**config.mk**
```make
export PLATFORM = sky130hd
export DESIGN_NAME = spi_addr_peripheral
export DESIGN_NICKNAME = d
export VERILOG_FILES = /design/src/rtl/spi_addr_peripheral.sv
export SDC_FILE = /design/constraint.sdc
export NUM_CORES = 1
export LEC_CHECK = 0
export CAP_MARGIN = 10
export CORE_ASPECT_RATIO = 0.5
export CORE_MARGIN = 1.5
export CORE_UTILIZATION = 25
export CTS_CLUSTER_DIAMETER = 150
export DETAILED_ROUTE_END_ITERATION = 12
export GPL_TIMING_DRIVEN = 0
export PLACE_DENSITY = 0.43
export REMOVE_ABC_BUFFERS = 1
export SYNTH_ARGS = -nofsm -noshare
export SYNTH_HDL_FRONTEND = slang
export SYNTH_SLANG_ARGS = --single-unit
```
**constraint.sdc**
```tcl
create_clock -name sys_clk -period 3.94 [get_ports sys_clk]
set_clock_uncertainty 0.15 [all_clocks]
set_input_delay 0.591 -clock sys_clk [delete_from_list [all_inputs] [get_ports sys_clk]]
set_output_delay 0.591 -clock sys_clk [all_outputs]
set_load 0.005 [all_outputs]
```
**src/rtl/spi_addr_peripheral.sv**
```systemverilog
// SPI mode-0 slave in the sys_clk domain: first byte of each frame is an
// address, later bytes are data; a per-byte request fetches the next TX byte.
module spi_addr_peripheral #(
    parameter int BYTE_W = 8
) (
    input  logic              sys_clk,
    input  logic              rst,
    input  logic              csn_pad,
    input  logic              sck_pad,
    input  logic              mosi_pad,
    output logic              miso_pad,
    input  logic              spi_data_written,
    input  logic [BYTE_W-1:0] spi_data_to_send,
    output logic [BYTE_W-1:0] spi_address_rx,
    output logic [BYTE_W-1:0] spi_data_byte_rx,
    output logic              spi_address_rx_valid,
    output logic              spi_data_byte_rx_valid,
    output logic              spi_dreq,
    output logic              valid_read,
    output logic [5:0]        byte_ctr
);
    localparam int CW = $clog2(BYTE_W);

    logic [2:0]        csn_sync_q, csn_sync_d;
    logic [2:0]        sck_sync_q, sck_sync_d;
    logic [1:0]        mosi_sync_q, mosi_sync_d;
    logic              active_q, active_d;
    logic [CW-1:0]     bit_cnt_q, bit_cnt_d;
    logic [BYTE_W-1:0] rx_q, rx_d;
    logic              done_q, done_d;
    logic [5:0]        byte_cnt_q, byte_cnt_d;
    logic [BYTE_W-1:0] tx_q, tx_d;
    logic [BYTE_W-1:0] hold_q, hold_d;
    logic              reload_q, reload_d;
    logic              miso_q, miso_d;
    logic [BYTE_W-1:0] addr_q, addr_d;
    logic [BYTE_W-1:0] data_q, data_d;
    logic              addr_v_q, addr_v_d;
    logic              data_v_q, data_v_d;
    logic              dreq_q, dreq_d;
    logic              vr_q, vr_d;
    logic [5:0]        byte_ctr_q, byte_ctr_d;

    logic              csn_high, csn_fall, sck_rise, sck_fall;
    logic [BYTE_W-1:0] tx_src;

    assign csn_high = csn_sync_q[1];
    assign csn_fall = csn_sync_q[2] & ~csn_sync_q[1];
    assign sck_rise = sck_sync_q[1] & ~sck_sync_q[2];
    assign sck_fall = ~sck_sync_q[1] & sck_sync_q[2];
    // A write in the same cycle as a load must win over the stale holding value.
    assign tx_src = spi_data_written ? spi_data_to_send : hold_q;

    always_comb begin
        csn_sync_d  = {csn_sync_q[1:0], csn_pad};
        sck_sync_d  = {sck_sync_q[1:0], sck_pad};
        mosi_sync_d = {mosi_sync_q[0], mosi_pad};
        active_d    = active_q;
        bit_cnt_d   = bit_cnt_q;
        rx_d        = rx_q;
        done_d      = 1'b0;
        byte_cnt_d  = byte_cnt_q;
        tx_d        = tx_q;
        hold_d      = tx_src;
        reload_d    = reload_q;
        addr_d      = addr_q;
        data_d      = data_q;
        addr_v_d    = 1'b0;
        data_v_d    = 1'b0;
        dreq_d      = 1'b0;
        vr_d        = vr_q;
        byte_ctr_d  = byte_ctr_q;

        if (done_q) begin
            if (byte_cnt_q == 6'd0) begin
                addr_d   = rx_q;
                addr_v_d = 1'b1;
            end else begin
                data_d   = rx_q;
                data_v_d = 1'b1;
            end
            byte_ctr_d = byte_cnt_q;
            byte_cnt_d = (byte_cnt_q == 6'd63) ? byte_cnt_q : byte_cnt_q + 6'd1;
            dreq_d     = 1'b1;
            vr_d       = 1'b1;
            reload_d   = 1'b1;
        end

        if (csn_high) begin
            active_d = 1'b0;
            vr_d     = 1'b0;
        end else if (csn_fall) begin
            active_d   = 1'b1;
            bit_cnt_d  = '0;
            byte_cnt_d = '0;
            byte_ctr_d = '0;
            tx_d       = tx_src;
            reload_d   = 1'b0;
        end else if (active_q) begin
            if (sck_rise) begin
                rx_d      = {rx_q[BYTE_W-2:0], mosi_sync_q[1]};
                bit_cnt_d = bit_cnt_q + 1'b1;
                done_d    = (bit_cnt_q == CW'(BYTE_W - 1));
                vr_d      = 1'b0;
            end
            if (sck_fall) begin
                if (reload_q) begin
                    tx_d     = tx_src;
                    reload_d = 1'b0;
                end else begin
                    tx_d = {tx_q[BYTE_W-2:0], 1'b0};
                end
            end
        end

        miso_d = active_d ? tx_d[BYTE_W-1] : 1'b0;
    end

    always_ff @(posedge sys_clk) begin
        if (rst) begin
            csn_sync_q  <= '0;
            sck_sync_q  <= '0;
            mosi_sync_q <= '0;
            active_q    <= 1'b0;
            bit_cnt_q   <= '0;
            rx_q        <= '0;
            done_q      <= 1'b0;
            byte_cnt_q  <= '0;
            tx_q        <= '0;
            hold_q      <= '0;
            reload_q    <= 1'b0;
            miso_q      <= 1'b0;
            addr_q      <= '0;
            data_q      <= '0;
            addr_v_q    <= 1'b0;
            data_v_q    <= 1'b0;
            dreq_q      <= 1'b0;
            vr_q        <= 1'b0;
            byte_ctr_q  <= '0;
        end else begin
            csn_sync_q  <= csn_sync_d;
            sck_sync_q  <= sck_sync_d;
            mosi_sync_q <= mosi_sync_d;
            active_q    <= active_d;
            bit_cnt_q   <= bit_cnt_d;
            rx_q        <= rx_d;
            done_q      <= done_d;
            byte_cnt_q  <= byte_cnt_d;
            tx_q        <= tx_d;
            hold_q      <= hold_d;
            reload_q    <= reload_d;
            miso_q      <= miso_d;
            addr_q      <= addr_d;
            data_q      <= data_d;
            addr_v_q    <= addr_v_d;
            data_v_q    <= data_v_d;
            dreq_q      <= dreq_d;
            vr_q        <= vr_d;
            byte_ctr_q  <= byte_ctr_d;
        end
    end

    assign miso_pad               = miso_q;
    assign spi_address_rx         = addr_q;
    assign spi_data_byte_rx       = data_q;
    assign spi_address_rx_valid   = addr_v_q;
    assign spi_data_byte_rx_valid = data_v_q;
    assign spi_dreq               = dreq_q;
    assign valid_read             = vr_q;
    assign byte_ctr               = byte_ctr_q;
endmodule

```
# ---- After elaboration in Yosys (flattened, before gate mapping)
# Cells that the tools add are included.
# W data, S select, Z words.
dict set report totals {
  regBits 71
  in_bits 14
  out_inout_bits 27
  wordCells 80
}
dict set report classes {
  n_addsub 2
  eq_ne 2
  n_mux 31
  bitwise 12
  n_reduce_logical 13
}
# cell n
set ops {}
lappend ops {{$mux W8} 6}
lappend ops {{$mux W6} 7}
lappend ops {{$mux W1} 15}
lappend ops {{$mux W3} 3}
lappend ops {{$not A1 Y1} 9}
lappend ops {{$add A6 B1 Y6 const B} 1}
lappend ops {{$eq A6 B6 Y1 const B} 1}
lappend ops {{$logic_not A6 Y1} 1}
lappend ops {{$reduce_and A3 Y1} 2}
lappend ops {{$reduce_bool A2 Y1} 3}
lappend ops {{$reduce_or A2 Y1} 3}
lappend ops {{$reduce_or A5 Y1} 1}
lappend ops {{$reduce_and A2 Y1} 2}
lappend ops {{$reduce_and A4 Y1} 1}
lappend ops {{$add A3 B1 Y3 const B} 1}
lappend ops {{$and A1 B1 Y1} 3}
lappend ops {{$eq A3 B3 Y1 const B} 1}

# ---- Depth between registers and ports, before layout
# Gate-level depths: netlist of run 1.
dict set report logic_depth {
  depth_word 6
  ltp_mapped 6
  ltp_nobuf 5
}

# ---- Least setup slack after synthesis of run 1
# No wires, ideal clock.
dict set report synth_path {
  path_kind {input to register}
  start {input spi_data_written}
  end {register miso_q, in the netlist miso_pad}
  setup_time_ns 0.125
  arrival_time_ns 1.443
  required_time_ns 3.665
  slack_ns 2.222
  cell_stages 5
  path_buffers 1
  path_cell_list {buf_4 mux2i_1 mux2i_1 a211oi_1 nor2b_1}
}
dict set report synth_between {
  elab_chain_len 6
}
# item line
set synth_rtl {}
lappend synth_rtl {{start: declaration} 12} ;# input logic spi_data_written,
lappend synth_rtl {{$mux W8 *} 52} ;# assign tx_src = spi_data_written ? spi_data_to_send : hold_q;
lappend synth_rtl {{$mux W8} 107} ;# if (reload_q) begin
lappend synth_rtl {{$mux W8} 106} ;# if (sck_fall) begin
lappend synth_rtl {{$mux W8} 99} ;# end else if (active_q) begin
lappend synth_rtl {{$mux W8 *} 92} ;# end else if (csn_fall) begin
lappend synth_rtl {{$mux W8 *} 89} ;# if (csn_high) begin
lappend synth_rtl {{end signal: assignment} 152} ;# miso_q <= miso_d;
lappend synth_rtl {{end: declaration} 35} ;# logic miso_q, miso_d;
# Every way passes the cells marked *; elsewhere a longest branch is shown, timed or not. The select of a mux whose other input is x is not followed.
# A chain may end at the register's enable or synchronous reset.

# ---- Worst setup path in the final report of run 1
dict set report layout_path {
  start {register done_q}
  end {register data_q[1], in the netlist spi_data_byte_rx[1]}
}
dict set report layout_between {
  elab_chain_len 1
}
# item line
set layout_rtl {}
lappend layout_rtl {{start: declaration} 30} ;# logic done_q, done_d;
lappend layout_rtl {{start signal: assignment} 147} ;# done_q <= done_d;
lappend layout_rtl {{$reduce_and A2 Y1 (no source line)} -}
lappend layout_rtl {{end signal: assignment} 154} ;# data_q <= data_d;
lappend layout_rtl {{end: declaration} 37} ;# logic [BYTE_W-1:0] data_q, data_d;
# No other way between the ends.

==> results.md, run 1 <==
* Outcome: finished, final reports clean
* CTS sink cnt at 71
* Worst hold slack across all endpoints at 0.293 ns
* Number of H-tree levels at 3
* Most frequent cells in the layout: sky130_fd_sc_hd__dfxtp_1 (71), sky130_fd_sc_hd__nor2_1 (63), sky130_fd_sc_hd__mux2i_1 (39), sky130_fd_sc_hd__clkdlybuf4s50_1 (39), sky130_fd_sc_hd__nor2b_1 (12)
* Highest clock rate at 0.423 GHz
* Antenna cells at 0
* Switching power total at 333 uW
* Resized cells post-CTS at 0
* Buffers plus inverters on the worst setup path at 0
* Weighted congestion at the end of routability-driven global placement at between 0.7 and 0.8
* Via count of the first global-routing pass at 1885
* Clock transition at the registers of the reported paths at 0.06 ns
* Port Buf Inserts at 40
* Cell area after synthesis at approximately 2700 sq um
* Multi-input combinational cell area at ~1200 sq um
* Initial antenna violation count at 0
* Pre-CTS worst setup slack at around 1.4 ns
* Placeable Area at about 10000 sq um
* Data required, critical path at 4.00 ns
* Number of vias in the routed layout at approximately 1.9k
* Ports at ~40
* Clk root buf: sky130_fd_sc_hd__clkbuf_16
* Proportion of power drawn by combinational gates at under 10%
* Post-CTS Repair Setup Buffers at 0
* First-pass GRT wire length at around 9 mm
* Site Rows at 26
* Remaining antenna violation count at 0
* Area fraction of the dominant cell type after synthesis at about 53%
* TritonRoute pass-1 iters at 6
* Power per unit of standard cell area at about 500 nW/um^2
* CP Max Fanout at 16
* Count of unique library cells instantiated by Yosys at 38
* Routed len/inst at between 10 and 15 um
* Die Y at roughly 76 um
* Overall routed net length at 5.30 mm
* Number of setup violations in the final report at 0
* Final Non-Filler Cells at roughly 450
* Clk network pwr share at 56.0%
* Maximum number of pins on one net before global-route repair at 53
* Hold-fix buffer count after cts at 0
* Syn-to-layout area delta at 33.1%
* TritonCTS clock tree: yes
* Combined flip-flop and latch cell area at roughly 1400 sq um
* Worst IR Drop VDD at 0.000165 V
* Effective utilization at floorplan at 26.0%
* Slew at the pin closest to its max-slew limit at 1.16 ns
* Number of fill cells at 1044
* Critical-path cell with the highest stage delay: sky130_fd_sc_hd__a21boi_1
* Global-route usage over all layers at 10.1%
* Inst Count DP at between 400 and 500
* Post-Route Setup TNS at 0 ns
* Hpwl dp at about 3.6 mm
* Endpoints failing hold at 0
* Fin nets at 320
* Ranking of synthesized cells by area: sky130_fd_sc_hd__dfxtp_1 (53%), sky130_fd_sc_hd__mux2i_1 (15%), sky130_fd_sc_hd__nor2_1 (8.8%)
* Gate Count Post-Synth at about 270
* Internal at between 1000 and 1500 uW
* Clock latency on the worst-skew pair at approximately 0.33 ns
* Share of final-layout standard cells stronger than drive strength 1 at under 10%
* Proportion of power drawn by flip-flops and latches at between 40% and 50%
* Most frequent standard cell in the layout excluding fill and tap cells: sky130_fd_sc_hd__dfxtp_1
* Class of the most critical hold timing path: register to register
* Crit-path leading delay family: compound AO/OA/AOI/OAI gates
* Biggest cell delay along the critical path at 1.00 ns
* Proportion of synthesized chip area in sequential cells at 53.1%
* Switching power share of the total at between 10% and 20%
* Final period utilization at about 60%
* Average cell area after synthesis at 10.1 sq um
* RSZ-0062 raised after global routing: no
* Sum of internal, switching and leakage power at 1790 uW
* Synthesized flop and latch total at 71
* Width of the die at between 100 and 150 um
* Number of violations reported at the end of detailed-routing iteration 0 at 66
* Arrival time at the worst endpoint at about 2.4 ns
* Total congestion overflow at 0
* Period minus WS final at 2.36 ns
* Yosys warns at 0
* Cell leakage power at 0.00143 uW
* Max clock buf depth at 2
* Worst Setup End Kind: register
* # DRC at 0
* Relative slew slack at between 20% and 30%
* Startpoint types: register
* Total of max-cap violations at 0
* Count of pins over their slew limit at 0
* Clock buffers created by TritonCTS at 9
* Min setup slack post-route at 1.58 ns
* Die footprint at 11400 sq um
* Cell accounting for the most synthesized area: sky130_fd_sc_hd__dfxtp_1
* Critical-path cell list: a21boi_1, mux2i_1, nor2_1
* Detail-routed via count per cell at about 4.3
* Critical Setup Path Class: register to register
worst reg2reg max path: stages (launching register included):
cell and delay [ns]:
sky130_fd_sc_hd__dfxtp_1 0.76, sky130_fd_sc_hd__a21boi_1 1.01, sky130_fd_sc_hd__mux2i_1 0.29, sky130_fd_sc_hd__nor2_1 0.05
final timing paths:
kind                  startpoint                   to  slack [ns]  cells after the start
setup / recovery          done_q  spi_data_byte_rx[1]        1.58                      3
hold / removal    mosi_sync_q[0]       mosi_sync_q[1]        0.29                      1
setup reg to reg          done_q  spi_data_byte_rx[1]        1.58                      3
hold reg to reg   mosi_sync_q[0]       mosi_sync_q[1]        0.29                      1
layout make-up:
| type | instances | area share (%) |
|---|---|---|
| clock buffer | 11 | 6.82 |
| tap | 140 | 4.92 |
| sequential | 71 | 39.9 |
| multi-input combinational | 175 | 32.6 |
| clock inverter | 5 | 3.62 |
| timing repair buffer | 41 | 11.7 |
| inverter | 4 | 0.422 |
cells by family (layout without fill, tap and decap cells):
family / Yosys count / count (layout) / synth area share [%]
AND/OR/NAND/NOR: 104 / 104 / 18.7
multiplexers: 40 / 40 / 15.0
XOR/XNOR: 2 / 2 / 0.655
adder cells (fa/ha/maj): 4 / 4 / 1.87
AO/OA/AOI/OAI: 25 / 25 / 7.25
flip-flops: 71 / 71 / 53.1
buffers and inverters: 19 / 61 / 3.46
power groups by stage:
stage	sequential [uW]	clock (uW)	combinational [uW]
3_3_place_gp	751	0	50.4
4_1_cts	735	1030	53.1
3_5_place_dp	751	0	53.0
2_1_floorplan	749	0	22.7
5_1_grt	736	1060	58.0
6_report	735	1000	52.0
per-layer routing:
layer	global-route usage (%)	vias to the layer above	wire, um
met5	0	-	0
met4	3.96	0	76
met3	4.07	7	182
met2	14.6	22	2330
met1	13.4	914	2710
li1	-	981	-
Yosys cell counts:
cell type,instances
sky130_fd_sc_hd__clkbuf_1,6
sky130_fd_sc_hd__a211oi_1,3
sky130_fd_sc_hd__nand4b_1,1
sky130_fd_sc_hd__a2111oi_2,2
sky130_fd_sc_hd__nor2b_1,12
sky130_fd_sc_hd__nand2b_1,2
sky130_fd_sc_hd__a21oi_4,1
sky130_fd_sc_hd__nand3_1,4
sky130_fd_sc_hd__o211ai_1,1
sky130_fd_sc_hd__nand4_1,1
sky130_fd_sc_hd__o21a_1,1
sky130_fd_sc_hd__o21ai_0,4
sky130_fd_sc_hd__or4_4,1
sky130_fd_sc_hd__nand3b_2,1
sky130_fd_sc_hd__buf_1,1
sky130_fd_sc_hd__nor4b_1,1
sky130_fd_sc_hd__inv_1,4
sky130_fd_sc_hd__buf_4,2
sky130_fd_sc_hd__or3_1,1
sky130_fd_sc_hd__dfxtp_1,71
sky130_fd_sc_hd__ha_1,4
sky130_fd_sc_hd__o31ai_1,1
sky130_fd_sc_hd__a21boi_1,1
sky130_fd_sc_hd__buf_6,1
sky130_fd_sc_hd__mux2_1,1
sky130_fd_sc_hd__nor2_1,63
sky130_fd_sc_hd__mux2i_1,39
sky130_fd_sc_hd__nor3_1,5
sky130_fd_sc_hd__buf_2,5
sky130_fd_sc_hd__or2_1,1
sky130_fd_sc_hd__and3_1,3
sky130_fd_sc_hd__a2111oi_1,4
sky130_fd_sc_hd__nand3b_4,1
sky130_fd_sc_hd__nor4_1,1
sky130_fd_sc_hd__a21oi_1,7
sky130_fd_sc_hd__nand2_1,5
sky130_fd_sc_hd__nor3b_1,1
sky130_fd_sc_hd__xnor2_1,2
stage by stage:
step,cell area (sq um),util [%]
3_5_place_dp,3190,30.9
4_1_cts,3560,34.5
2_1_floorplan,2600,-
6_report,3560,34.5
3_3_place_gp,3170,30.8
5_1_grt,3560,34.5
sequential cells by signal (all words and copies together), names as in the netlist, 2 cells and up:
register / count
spi_data_byte_rx: 8
hold_q: 8
sck_sync_q: 3
csn_sync_q: 3
byte_cnt_q: 6
byte_ctr: 6
tx_q: 8
mosi_sync_q: 2
spi_address_rx: 8
rx_q: 8
bit_cnt_q: 3
Power figures use the tool's default switching activity.
==> inputs of run 2 (changes only) <==
--- a/config.mk
+++ b/config.mk
@@ -12,7 +12,7 @@
 export CTS_CLUSTER_DIAMETER = 150
 export DETAILED_ROUTE_END_ITERATION = 12
 export GPL_TIMING_DRIVEN = 0
-export PLACE_DENSITY = 0.43
+export PLACE_DENSITY = 0.45
 export REMOVE_ABC_BUFFERS = 1
 export SYNTH_ARGS = -nofsm -noshare
 export SYNTH_HDL_FRONTEND = slang
==> constraint.sdc (replaced) <==
create_clock -name sys_clk -period 2.15 [get_ports sys_clk]
set_clock_uncertainty 0.15 [all_clocks]
set_input_delay 0.3225 -clock sys_clk [delete_from_list [all_inputs] [get_ports sys_clk]]
set_output_delay 0.3225 -clock sys_clk [all_outputs]
set_load 0.005 [all_outputs]
==> run 2 against run 1 <==
  * Clock-buffer cell count shrank 2
  * Critical endpoint is now spi_data_byte_rx[3]
  * Largest cell class unchanged
  * Combinational power grew 80%
  * Routed wire length down 3.2%
  * Clock power rose by 82%
==> results.md, run 2 (same netlist as run 1, synthesis figures left out) <==
* Die footprint at 11400 sq um (unchanged)
* Number of vias in the routed layout at 1916 (-0.42%)
* Final period utilization at 94.1% (+34 points)
* Antenna cells at 0 (unchanged)
* Sum of internal, switching and leakage power at 3260 uW (+82%)
* Maximum number of pins on one net before global-route repair at 44 (-17%)
* Relative slew slack at 52.7% (+30 points)
* Data required, critical path at 2.22 ns (-1.78 ns)
* Worst-case hold path end point: spi_address_rx[2]
* Number of violations reported at the end of detailed-routing iteration 0 at 83 (+26%)
* Outcome: finished, final reports clean
* Total of max-cap violations at 0 (unchanged)
* Clock buffers created by TritonCTS at 9 (unchanged)
* Die Y at 76.2 um (unchanged)
* Met1 WL at 2.52 mm (-7.1%)
* Clk root buf: sky130_fd_sc_hd__clkbuf_16
* Most frequent standard cell in the layout excluding fill and tap cells: sky130_fd_sc_hd__dfxtp_1
* Endpoints failing hold at 0 (unchanged)
* Class of the most critical hold timing path: input pin to register
* Routed length on met2 at 2.32 mm (-0.52%)
* Routed len/inst at 11.5 um (-3.2%)
* Biggest cell delay along the critical path at 0.76 ns (-0.24 ns)
* Fin nets at 320 (unchanged)
* Number of setup violations in the final report at 0 (unchanged)
* Remaining antenna violation count at 0 (unchanged)
* Clock transition at the registers of the reported paths at 0.06 ns (about the same)
* Hpwl dp at 3.58 mm (-1.0%)
* Slew at the pin closest to its max-slew limit at 0.705 ns (-0.453 ns)
* Via count of the first global-routing pass at 1798 (-4.6%)
* Share of final-layout standard cells stronger than drive strength 1 at 8.47% (+0.98 points)
* Width of the die at 149 um (unchanged)
* # DRC at 0 (unchanged)
* FF-to-FF setup slack at 0.13 ns (-1.45 ns)
* Period minus WS final at 2.02 ns (-0.339 ns)
* Ports at 41 (unchanged)
* Critical-path cell list: a21boi_2, mux2i_1, nor2_1
* Hold-fix buffer count after cts at 0 (unchanged)
* TritonCTS clock tree: yes
* Effective utilization at floorplan at 26.0% (unchanged)
* Final Non-Filler Cells at 447 (unchanged)
* Min setup slack post-route at 0.127 ns (-1.45 ns)
* Worst Reg2Reg Path Length in Cells at 3 (unchanged)
* Highest signal layer in the routed design: met4
* Placeable Area at 10300 sq um (unchanged)
* Number of H-tree levels at 3 (unchanged)
* Highest clock rate at 0.494 GHz (+17%)
* Max clock buf depth at 2 (unchanged)
* Initial antenna violation count at 0 (unchanged)
* Post-CTS Repair Setup Buffers at 0 (unchanged)
* Worst IR Drop VDD at 0.000336 V (+100%)
* Startpoint types: register
* RSZ-0062 raised after global routing: yes
* Post-Route Setup TNS at 0 ns (unchanged)
* Global-route usage over all layers at 9.90% (-0.22 points)
* Critical hold path startpoint: rst
* CTS sink cnt at 71 (unchanged)
* Met3 wirelength from detailed routing at 185 um (+1.6%)
* Syn-to-layout area delta at 33.3%
* TritonRoute pass-1 iters at 4 (-2)
* Critical-path cell with the highest stage delay: sky130_fd_sc_hd__dfxtp_1
* Final core area utilization at 34.6% (+0.073 points)
* Detail-routed via count per cell at 4.29 (-0.42%)
* Arrival time at the worst endpoint at 2.10 ns (-0.33 ns)
* Cell leakage power at 0.00143 uW (-0.25%)
* Combined flip-flop and latch cell area at 1420 sq um (unchanged)
* Origin of the critical flop-to-flop path: done_q
* Number of fill cells at 1018 (-2.5%)
* Most frequent cells in the layout: sky130_fd_sc_hd__dfxtp_1 (71), sky130_fd_sc_hd__nor2_1 (63), sky130_fd_sc_hd__mux2i_1 (39), sky130_fd_sc_hd__clkdlybuf4s50_1 (39), sky130_fd_sc_hd__nor2b_1 (12)
* Overall routed net length at 5.13 mm (-3.2%)
* Worst Setup End Kind: register
* Site Rows at 26 (unchanged)
* Endpoint of the worst register-to-register path: spi_data_byte_rx[3]
* Number of cells on the worst hold path at 2 (+1)
* Multi-input combinational cell area at 1170 sq um (+0.75%)
* Total congestion overflow at 0 (unchanged)
* CP Max Fanout at 16 (unchanged)
* Pre-CTS worst setup slack at -0.260 ns (-1.65 ns)
* Inst Count DP at 431 (unchanged)
* Power per unit of standard cell area at 914 nW/um^2 (+82%)
* Weighted congestion at the end of routability-driven global placement at 0.706 (-10%)
* Port Buf Inserts at 40 (unchanged)
* First-pass GRT wire length at 8.65 mm (-4.6%)
* Count of pins over their slew limit at 0 (unchanged)
* Critical Setup Path Class: register to register
* Clock latency on the worst-skew pair at 0.33 ns (about the same)
run 2: stage by stage:
step	hold WS, ns	cell area [sq um]
finish	0.164	3570
global route	0.173	3570
CTS	0.160	3560
detailed placement	0.278	3190
global placement	0.273	3170
floorplan	0.241	2600
run 2: timing repair:
action,CTS,global route
pin swaps,0,0
endpoints found under the setup margin,9,16
resized for setup,1,1
run 2: final cells by class:
class | instances | area share [%]
Inverter | 4 | 0.421
Tap cell | 140 | 4.91
Timing Repair Buffer | 41 | 11.6
Sequential cell | 71 | 39.8
Clock inverter | 7 | 4.07
Multi-Input combinational cell | 175 | 32.8
Clock buffer | 9 | 6.31
run 2: critical path: cells and delay by family, from the launching register on:
family             cells  cell delay [ns]
and+or+nand+nor        1             0.05
AOI/OAI and AO/OA      1             0.69
DFF                    1             0.76
muxes                  1             0.26
run 2: how the worst max path moves through the flow:
stage                             start             endpoint
final                            done_q  spi_data_byte_rx[3]
after global routing             done_q  spi_data_byte_rx[4]
after CTS                 byte_cnt_q[2]    spi_address_rx[2]
after detailed placement         done_q  spi_data_byte_rx[3]
after global placement              rst        byte_cnt_q[4]
after floorplan                  done_q  spi_data_byte_rx[0]
run 2: where the power goes:
part	internal, uW	total (uW)	leakage (uW)	switching (uW)
registers	1340	1350	0.000575	11.4
clock network	1250	1820	0.000176	568
logic	46.2	93.8	0.000680	47.7
total	2640	3260	0.00143	627
run 2: routing by layer:
metal	GRT usage, %	vias up
met2	15.1	21
met5	0	-
li1	-	983
met4	4.75	0
met1	11.9	902
met3	4.31	10
